`src/rtl/i2s_tx_frame_ctrl.sv`:
```
// Transmit-side I2S frame controller: divides aud_mclk into SCLK, sequences the
// 64-slot stereo frame and serializes double-buffered sample pairs MSB-first.
module i2s_tx_frame_ctrl #(
    parameter int unsigned DATA_WIDTH = 24,
    parameter int unsigned DIV_W      = 8
) (
    input  logic                  aud_mclk,
    input  logic                  aud_mrst,
    input  logic                  enable,
    input  logic [DIV_W-1:0]      sclk_div,
    input  logic                  s_valid,
    input  logic [DATA_WIDTH-1:0] s_left,
    input  logic [DATA_WIDTH-1:0] s_right,
    output logic                  s_ready,
    input  logic                  irq_clr,
    output logic                  sclk_out,
    output logic                  lrclk_out,
    output logic                  sdata_0_out,
    output logic                  irq,
    output logic                  busy
);

    localparam int unsigned SLOT_W  = 32;
    localparam int unsigned FRAME_W = 2 * SLOT_W;
    localparam int unsigned P_W     = 6;
    localparam int unsigned PAD_W   = SLOT_W - DATA_WIDTH;

    localparam logic [P_W-1:0] P_LAST   = P_W'(FRAME_W - 1);
    localparam logic [P_W-1:0] LR_FIRST = P_W'(SLOT_W - 1);
    localparam logic [P_W-1:0] LR_LAST  = P_W'(FRAME_W - 2);

    typedef enum logic [1:0] {
        ST_IDLE  = 2'd0,
        ST_PRIME = 2'd1,
        ST_RUN   = 2'd2,
        ST_DRAIN = 2'd3
    } state_e;

    state_e                state_q, state_d;
    logic [DIV_W-1:0]      div_q, div_d;
    logic [DIV_W-1:0]      cnt_q, cnt_d;
    logic [P_W-1:0]        p_q, p_d;
    logic [FRAME_W-1:0]    shift_q, shift_d;
    logic [DATA_WIDTH-1:0] hold_l_q, hold_l_d;
    logic [DATA_WIDTH-1:0] hold_r_q, hold_r_d;
    logic                  hold_full_q, hold_full_d;
    logic                  s_ready_q;
    logic                  sclk_q, sclk_d;
    logic                  lrclk_q, lrclk_d;
    logic                  sdata_q, sdata_d;
    logic                  irq_q, irq_d;
    logic                  busy_q;

    logic                  active_c;
    logic                  wrap_c;
    logic                  fall_c;
    logic                  frame_tick_c;
    logic                  end_frame_c;
    logic                  xfer_c;
    logic                  underflow_c;
    logic                  accept_c;
    logic [SLOT_W-1:0]     left_slot_c;
    logic [SLOT_W-1:0]     right_slot_c;

    // Tick decode: a fall tick is the divider wrap while SCLK is high.
    assign active_c     = (state_q == ST_RUN) || (state_q == ST_DRAIN);
    assign wrap_c       = active_c && (cnt_q == (div_q - DIV_W'(1)));
    assign fall_c       = wrap_c && sclk_q;
    assign frame_tick_c = fall_c && (p_q == P_LAST);
    assign end_frame_c  = frame_tick_c && (state_q == ST_DRAIN) && !enable;
    assign xfer_c       = frame_tick_c && !end_frame_c && hold_full_q;
    assign underflow_c  = frame_tick_c && !end_frame_c && !hold_full_q;
    assign accept_c     = s_valid && s_ready_q;

    // Samples are left-justified in their 32-bit slot, low bits zero.
    assign left_slot_c  = SLOT_W'(hold_l_q) << PAD_W;
    assign right_slot_c = SLOT_W'(hold_r_q) << PAD_W;

    always_ff @(posedge aud_mclk or posedge aud_mrst) begin
        if (aud_mrst) begin
            state_q <= ST_IDLE;
        end else begin
            state_q <= state_d;
        end
    end

    always_comb begin
        state_d = state_q;
        unique case (state_q)
            ST_IDLE:  if (enable) state_d = ST_PRIME;
            ST_PRIME: begin
                if (!enable)          state_d = ST_IDLE;
                else if (hold_full_q) state_d = ST_RUN;
            end
            ST_RUN:   if (!enable) state_d = ST_DRAIN;
            ST_DRAIN: begin
                if (enable)            state_d = ST_RUN;
                else if (frame_tick_c) state_d = ST_IDLE;
            end
            default:  state_d = ST_IDLE;
        endcase
    end

    always_comb begin
        div_d       = div_q;
        cnt_d       = cnt_q;
        p_d         = p_q;
        shift_d     = shift_q;
        hold_l_d    = hold_l_q;
        hold_r_d    = hold_r_q;
        hold_full_d = hold_full_q;
        sclk_d      = sclk_q;
        lrclk_d     = lrclk_q;
        sdata_d     = sdata_q;
        irq_d       = underflow_c | (irq_q & ~irq_clr);

        if ((state_q == ST_IDLE) && enable) begin
            div_d = (sclk_div == '0) ? DIV_W'(1) : sclk_div;
        end

        // Transfer takes the old contents; a same-cycle accept refills.
        if (xfer_c) begin
            hold_full_d = 1'b0;
        end
        if (accept_c) begin
            hold_l_d    = s_left;
            hold_r_d    = s_right;
            hold_full_d = 1'b1;
        end

        if (active_c && (state_d != ST_IDLE)) begin
            if (wrap_c) begin
                cnt_d  = '0;
                sclk_d = ~sclk_q;
            end else begin
                cnt_d = cnt_q + DIV_W'(1);
            end
            if (fall_c) begin
                p_d = p_q + P_W'(1);
                if (frame_tick_c) begin
                    shift_d = xfer_c ? {left_slot_c, right_slot_c} : '0;
                end
                lrclk_d = (p_d >= LR_FIRST) && (p_d <= LR_LAST);
                sdata_d = shift_d[P_LAST - p_d];
            end
        end else begin
            cnt_d   = '0;
            p_d     = P_LAST;
            sclk_d  = 1'b0;
            lrclk_d = 1'b0;
            sdata_d = 1'b0;
        end
    end

    always_ff @(posedge aud_mclk or posedge aud_mrst) begin
        if (aud_mrst) begin
            div_q       <= DIV_W'(1);
            cnt_q       <= '0;
            p_q         <= P_LAST;
            shift_q     <= '0;
            hold_l_q    <= '0;
            hold_r_q    <= '0;
            hold_full_q <= 1'b0;
            s_ready_q   <= 1'b1;
            sclk_q      <= 1'b0;
            lrclk_q     <= 1'b0;
            sdata_q     <= 1'b0;
            irq_q       <= 1'b0;
            busy_q      <= 1'b0;
        end else begin
            div_q       <= div_d;
            cnt_q       <= cnt_d;
            p_q         <= p_d;
            shift_q     <= shift_d;
            hold_l_q    <= hold_l_d;
            hold_r_q    <= hold_r_d;
            hold_full_q <= hold_full_d;
            s_ready_q   <= ~hold_full_d;
            sclk_q      <= sclk_d;
            lrclk_q     <= lrclk_d;
            sdata_q     <= sdata_d;
            irq_q       <= irq_d;
            busy_q      <= (state_d != ST_IDLE);
        end
    end

    assign s_ready     = s_ready_q;
    assign sclk_out    = sclk_q;
    assign lrclk_out   = lrclk_q;
    assign sdata_0_out = sdata_q;
    assign irq         = irq_q;
    assign busy        = busy_q;

endmodule

```
`config.mk`:
```
export PLATFORM = sky130hd
export DESIGN_NAME = i2s_tx_frame_ctrl
export DESIGN_NICKNAME = d
export VERILOG_FILES = /design/src/rtl/i2s_tx_frame_ctrl.sv
export SDC_FILE = /design/constraint.sdc
export NUM_CORES = 1
export LEC_CHECK = 0
export ABC_AREA = 1
export CAP_MARGIN = 25
export CORE_MARGIN = 2
export CORE_UTILIZATION = 60
export DETAILED_ROUTE_END_ITERATION = 8
export GPL_ROUTABILITY_DRIVEN = 0
export PLACE_DENSITY = 0.94
export SLEW_MARGIN = 20
export SYNTH_ARGS = -nofsm -noshare
export SYNTH_HDL_FRONTEND = slang
export SYNTH_SLANG_ARGS = --single-unit
```
`constraint.sdc`:
```
create_clock -name aud_mclk -period 7.39 [get_ports aud_mclk]
set_clock_uncertainty 0.1 [all_clocks]
set_input_delay 1.478 -clock aud_mclk [delete_from_list [all_inputs] [get_ports aud_mclk]]
set_output_delay 1.478 -clock aud_mclk [all_outputs]
set_load 0.01 [all_outputs]
```
== Word level (Yosys, flattened, before mapping) ==
Index checks and enable logic that the tools add are counted.
Storage, ports and cells
  input port bits: 61
  bits in registers: 143
  word-level logic and storage cells: 79
  output and inout port bits: 6
Cells by class
  bitwise gates (word level): 5
  multiplexer cells: 26
  magnitude comparators: 3
  reductions and logical operators: 20
  equal/unequal tests: 7
  add/subtract/negate cells: 4
Operators by type and width (count)
  $mux 64: 4
  $mux 8: 3
  $logic_and 1x1->1: 12
  $mux 2: 6
  $mux 6: 2
  $mux 1: 9
  $add 8x1->8 const B: 1
  $eq 8x8->1: 1
  $logic_not 8->1: 1
  $pmux 2 s4: 1
  $sub 8x1->8 const B: 1
  $lt 6x7->1 const B: 1
  $add 6x1->6 const B: 1
  $bmux 1 s6: 1
  $eq 6x6->1 const B: 1
  $ge 6x5->1 const B: 1
  $le 6x6->1 const B: 1
  $sub 6x6->6 const A: 1
  $eq 2x2->1 const B: 2
  $ne 2x2->1 const B: 2
  $logic_not 1->1: 3
  $not 1->1: 3
  $eq 2x1->1 const B: 1
  $logic_not 2->1: 1
  other kinds (5): 5

== Logic depth before layout (Yosys ltp) ==
  depth after elaboration: 18
  mapped depth: 22

== Worst setup path after synthesis ==
OpenSTA, ideal clock, no wires.
  path kind: input port to flip-flop
  from: input port enable
  to: register sdata_q (netlist: sdata_0_out)
  setup time: 0.117 ns
  stages on the path: 15
  required time: 7.173 ns
  buffers on the path: 1
  arrival time: 2.633 ns
  setup slack: 4.540 ns
  cells stage by stage: nor2_1 -> nand2_1 -> inv_1 -> nor2_8 -> buf_6 -> nand3_1 -> nand3_1 -> nand2_1 -> nand2_1 -> nand2_1 -> nand3_1 -> nand3_1 -> nand3_1 -> nand3_1 -> nand2_1
Between the ends
  word-level cells in the longest chain between the ends: 13
  elaborated cells between the ends (all ways): 21
  classes of those cells: eq/ne: 1; mux: 13; reduce/logical: 7
Ends and longest elaborated chain
  start, declared: RTL line 9  | input logic enable,
  $logic_not 1->1
  $logic_and 1x1->1: RTL line 70  | assign end_frame_c = frame_tick_c && (state_q == ST_DRAIN) && !enable;
  $logic_not 1->1: RTL line 71  | assign xfer_c = frame_tick_c && !end_frame_c && hold_full_q;
  $logic_and 1x1->1 (2 in series): RTL line 71
  $mux 64: RTL line 141  | shift_d = xfer_c ? {left_slot_c, right_slot_c} : '0;
  $mux 64: RTL line 140  | if (frame_tick_c) begin
  $mux 64: RTL line 138  | if (fall_c) begin
  $mux 64: RTL line 131  | if (active_c && (state_d != ST_IDLE)) begin
  $bmux 1 s6: RTL line 144  | sdata_d = shift_d[P_LAST - p_d];
  $mux 1 (implied by the code): RTL line 144
  $mux 1: RTL line 138
  $mux 1: RTL line 131
  end signal, assigned: RTL line 181  | sdata_q <= sdata_d;
  end, declared: RTL line 50  | logic sdata_q, sdata_d;
Parallel ways exist; a longest one is shown, timed or not. The select of a mux whose other input is x is not followed.
A chain may end at the register's enable or synchronous reset.

== Final worst setup path ==
  from: register p_q[0]
  to: register shift_q[20]
Between the ends
  word-level cells in the longest chain between the ends: 11
  elaborated cells between the ends (all ways): 17
  classes of those cells: eq/ne: 1; mux: 7; reduce/logical: 9
Ends and longest elaborated chain
  start, declared: RTL line 42  | logic [P_W-1:0] p_q, p_d;
  start signal, assigned: RTL line 173  | p_q <= p_d;
  $eq 6x6->1 (*): RTL line 69  | assign frame_tick_c = fall_c && (p_q == P_LAST);
  $logic_and 1x1->1 (*): RTL line 69
  $logic_and 1x1->1 (2 in series): RTL line 70
  $logic_not 1->1: RTL line 71
  $logic_and 1x1->1 (2 in series): RTL line 71
  $mux 64: RTL line 141
  $mux 64: RTL line 140
  $mux 64: RTL line 138
  $mux 64: RTL line 131
  end signal, assigned: RTL line 174  | shift_q <= shift_d;
  end, declared: RTL line 43  | logic [FRAME_W-1:0] shift_q, shift_d;
Mark *: on every way between the ends. The rest lies on a longest branch, timed or not. The select of a mux whose other input is x is not followed.

==> results_dict.tcl <==
set metrics [dict create \
    crit_family "simple AND/OR/NAND/NOR gates" \
    rsz0062_at_grt "false" \
    synthFlopType "dfrtp_1" \
    synth_top_family_by_area "simple AND/OR/NAND/NOR gates" \
    clk_pin_slew_worst_paths_ns 0.06 \
    ys_async_sr_fraction 1.00 \
    numCtsBuffers 17 \
    ys_warn_count 0 \
    rrSetupSlack_ns 2.14 \
    ctsResizeCount 0 \
    crit_buf_inv 3 \
    worstSetupPathType "reg2reg" \
    rr_worst_depth 13 \
    cts_htree_levels 4 \
    synth.mux.area_fraction 0.00317 \
    syn-num-nets 999 \
    start_util 0.618 \
    arrival_ns 5.46 \
    synth_simple_gate_area_frac 0.353 \
    tightest_slew_ns 0.972 \
    end_kind "register" \
    synth-compound-area-share 0.0577 \
    relSlewSlack 0.351 \
    start_kind "register" \
    worstReg2RegEnd "shift_q[20]" \
    irDropWorstVdd_mv 0.197 \
    synth_edf_count 0 \
    viasPerCell 5.68 \
    postSynthCellCount 934 \
    worstHoldStart "shift_q[18]" \
    cpMaxStageDelayCell "clkinv_2" \
    fill_cells 826 \
    cp_slowest_stage_delay_ns 0.94 \
    crit_fanout 73 \
    path_common_cell "nor2_1" \
    dp_hpwl_um 10800 \
    grt_pass1_wl_um 29100 \
    ant_nets 0 \
    finalCritPeriodShare 0.711 \
    routed_wirelength_um 16900 \
    syn_area_um2 7110 \
    fp.dieH_um 113 \
    power.leakage_nw 4.23 \
    drive_above_1_share 0.0584 \
    required_ns 7.60 \
    hold_violations 0 \
    period_minus_slack_ns 5.25 \
    startpoint "p_q[0]" \
    antenna_found_initial 0 \
    cts_sinks 143 \
    antenna_cells 0 \
    hold_buffers 0 \
    io_pins 67 \
    syn_area_per_cell_um2 7.62 \
    cts.path.max_buffers 2 \
    hold_class "reg2reg" \
    power.density_nw_per_um2 229 \
    grt_usage 0.283 \
    cts_setup_buffers 0 \
    num_vias 6449 \
    final_max_slew_viol_count 0 \
    synthXorXnorAreaFrac 0.0111 \
    fin_setup_tns_ns 0 \
    die_x_um 113 \
    violations "design-rule violations" \
    clock_latency_ns 0.42 \
    fmax_mhz 190 \
    num_rows 39 \
    fin_util 0.726 \
    port_buffers 66 \
    ys_types 37 \
    setup_viol 0 \
    globalRoute.totalOverflow 0 \
    grt_pass1_vias 6148 \
    area_growth_pct 17.6 \
    status "finished with violations" \
    firstDrtPassIters 8 \
    core_um2 11500 \
    route.detailed.drc 3 \
    root_buffer "clkbuf_16" \
    final_nets 1045 \
    hold_depth 2 \
    max-cap-violations 0 \
    wl_per_cell_um 14.9 \
    synth-seq-area-share 0.504 \
    crit_chain "ha_1 > nand3_1 > nor2_1 > inv_1 > nor2_1 > nand4_4 > o21ai_1 > nand4_1 > nand2_1 > inv_2 > nand2_2 > clkinv_2 > o21a_1" \
    dp_slack_ns 2.54 \
    dieArea_um2 12700 \
    worstHoldEndpoint "shift_q[18]" \
    worst_slack_ns 2.14 \
    synth_seq_cells 143 \
    synthAdderAreaFrac 0.00704 \
    grt_max_degree 83 \
    cts_tree "done" \
    drt-initial-drc-count 692 \
    reg2reg_from "p_q[0]" \
]
==> state kept, by name (all words and copies together), names as in the netlist <==
register,cells
div_q,8
shift_q,64
hold_r_q,24
lrclk_out,1
cnt_q,8
hold_full_q,1
busy,1
p_q,6
sclk_out,1
s_ready,1
state_q,2
sdata_0_out,1
hold_l_q,24
irq,1
==> report_power, final <==
group	internal (mW)	leakage [nW]	switching, mW	total (mW)
logic	0.0691	2.08	0.0869	0.156
registers	0.872	1.86	0.0534	0.925
clock network	0.508	0.287	0.324	0.832
==> Yosys cell counts (all sizes together) (4+ instances only) <==
master / instances / area, um2
clkbuf: 23 / 86.3
nand4: 4 / 40.0
dfrtp: 135 / 3380
ha: 4 / 50.1
a21oi: 11 / 55.1
buf: 21 / 129
nor2: 66 / 279
o21a: 21 / 158
inv: 61 / 229
xor2: 5 / 43.8
nand3: 128 / 646
dfstp: 8 / 210
nor3b: 4 / 30.0
xnor2: 4 / 35.0
nand2: 396 / 1490
o21ai: 23 / 115
==> metal layers <==
metal  part of all wire  track usage  vias to the layer above
met1               0.43        0.400                     3030
met4              0.023       0.0935                        0
li1                   -            -                     3051
met5                  0            0                        -
met3              0.083       0.0670                       39
met2               0.46        0.439                      329
==> cells in the final DEF (no fill, tap or decap), types with 8 or more instances in the layout <==
cell and n:
clkdlybuf4s50_1 66, nand3_1 127, o21a_1 21, dfstp_2 8
clkbuf_16 17, o21ai_0 20, nor2_1 61, nand2_1 395
a21oi_1 11, inv_1 56, dfrtp_1 135
==> kinds of logic (layout without fill, tap and decap cells) <==
| family | after synthesis | in the layout |
|---|---|---|
| compound gates | 66 | 66 |
| buf+inv | 108 | 167 |
| mux | 2 | 2 |
| xor+xnor | 9 | 9 |
| simple gates | 602 | 602 |
| flops | 143 | 143 |
| fa+ha+maj | 4 | 4 |
==> cell type report <==
class                      instances  area, um2  share of cell area
tap                              143        179              0.0214
sequential                       143       3590               0.429
inverter                          64        246              0.0295
multi-input combinational        683       3070               0.367
timing repair buffer              71        698              0.0835
clock buffer                      24        502              0.0600
clock inverter                     8       78.8             0.00943
==> how the worst max path moves through the flow <==
stage / to / slack, ns / depth (start not counted)
after global routing: p_q[3] / 1.74 / 13
final: shift_q[20] / 2.14 / 13
after floorplan: busy / 1.99 / 1
after CTS: shift_q[51] / 2.65 / 13
after global placement: shift_q[20] / 2.72 / 9
after detailed placement: shift_q[63] / 2.54 / 9
==> worst min-delay path: stages, from the launching register on <==
cell	delay (ns)
dfrtp_1	0.34
nand2_1	0.05
nand2_1	0.06
==> metrics by stage <==
step           hold WS [ns]  cell area [um2]  power [mW]  instances
2_1_floorplan         0.349             7110        1.02        934
3_3_place_gp          0.361             7780        1.08       1104
3_5_place_dp          0.366             7780        1.09       1104
4_1_cts               0.381             8360        1.92       1136
5_1_grt               0.395             8360        1.99       1136
6_report              0.379             8360        1.91       1136
Power figures use the tool's default switching activity.
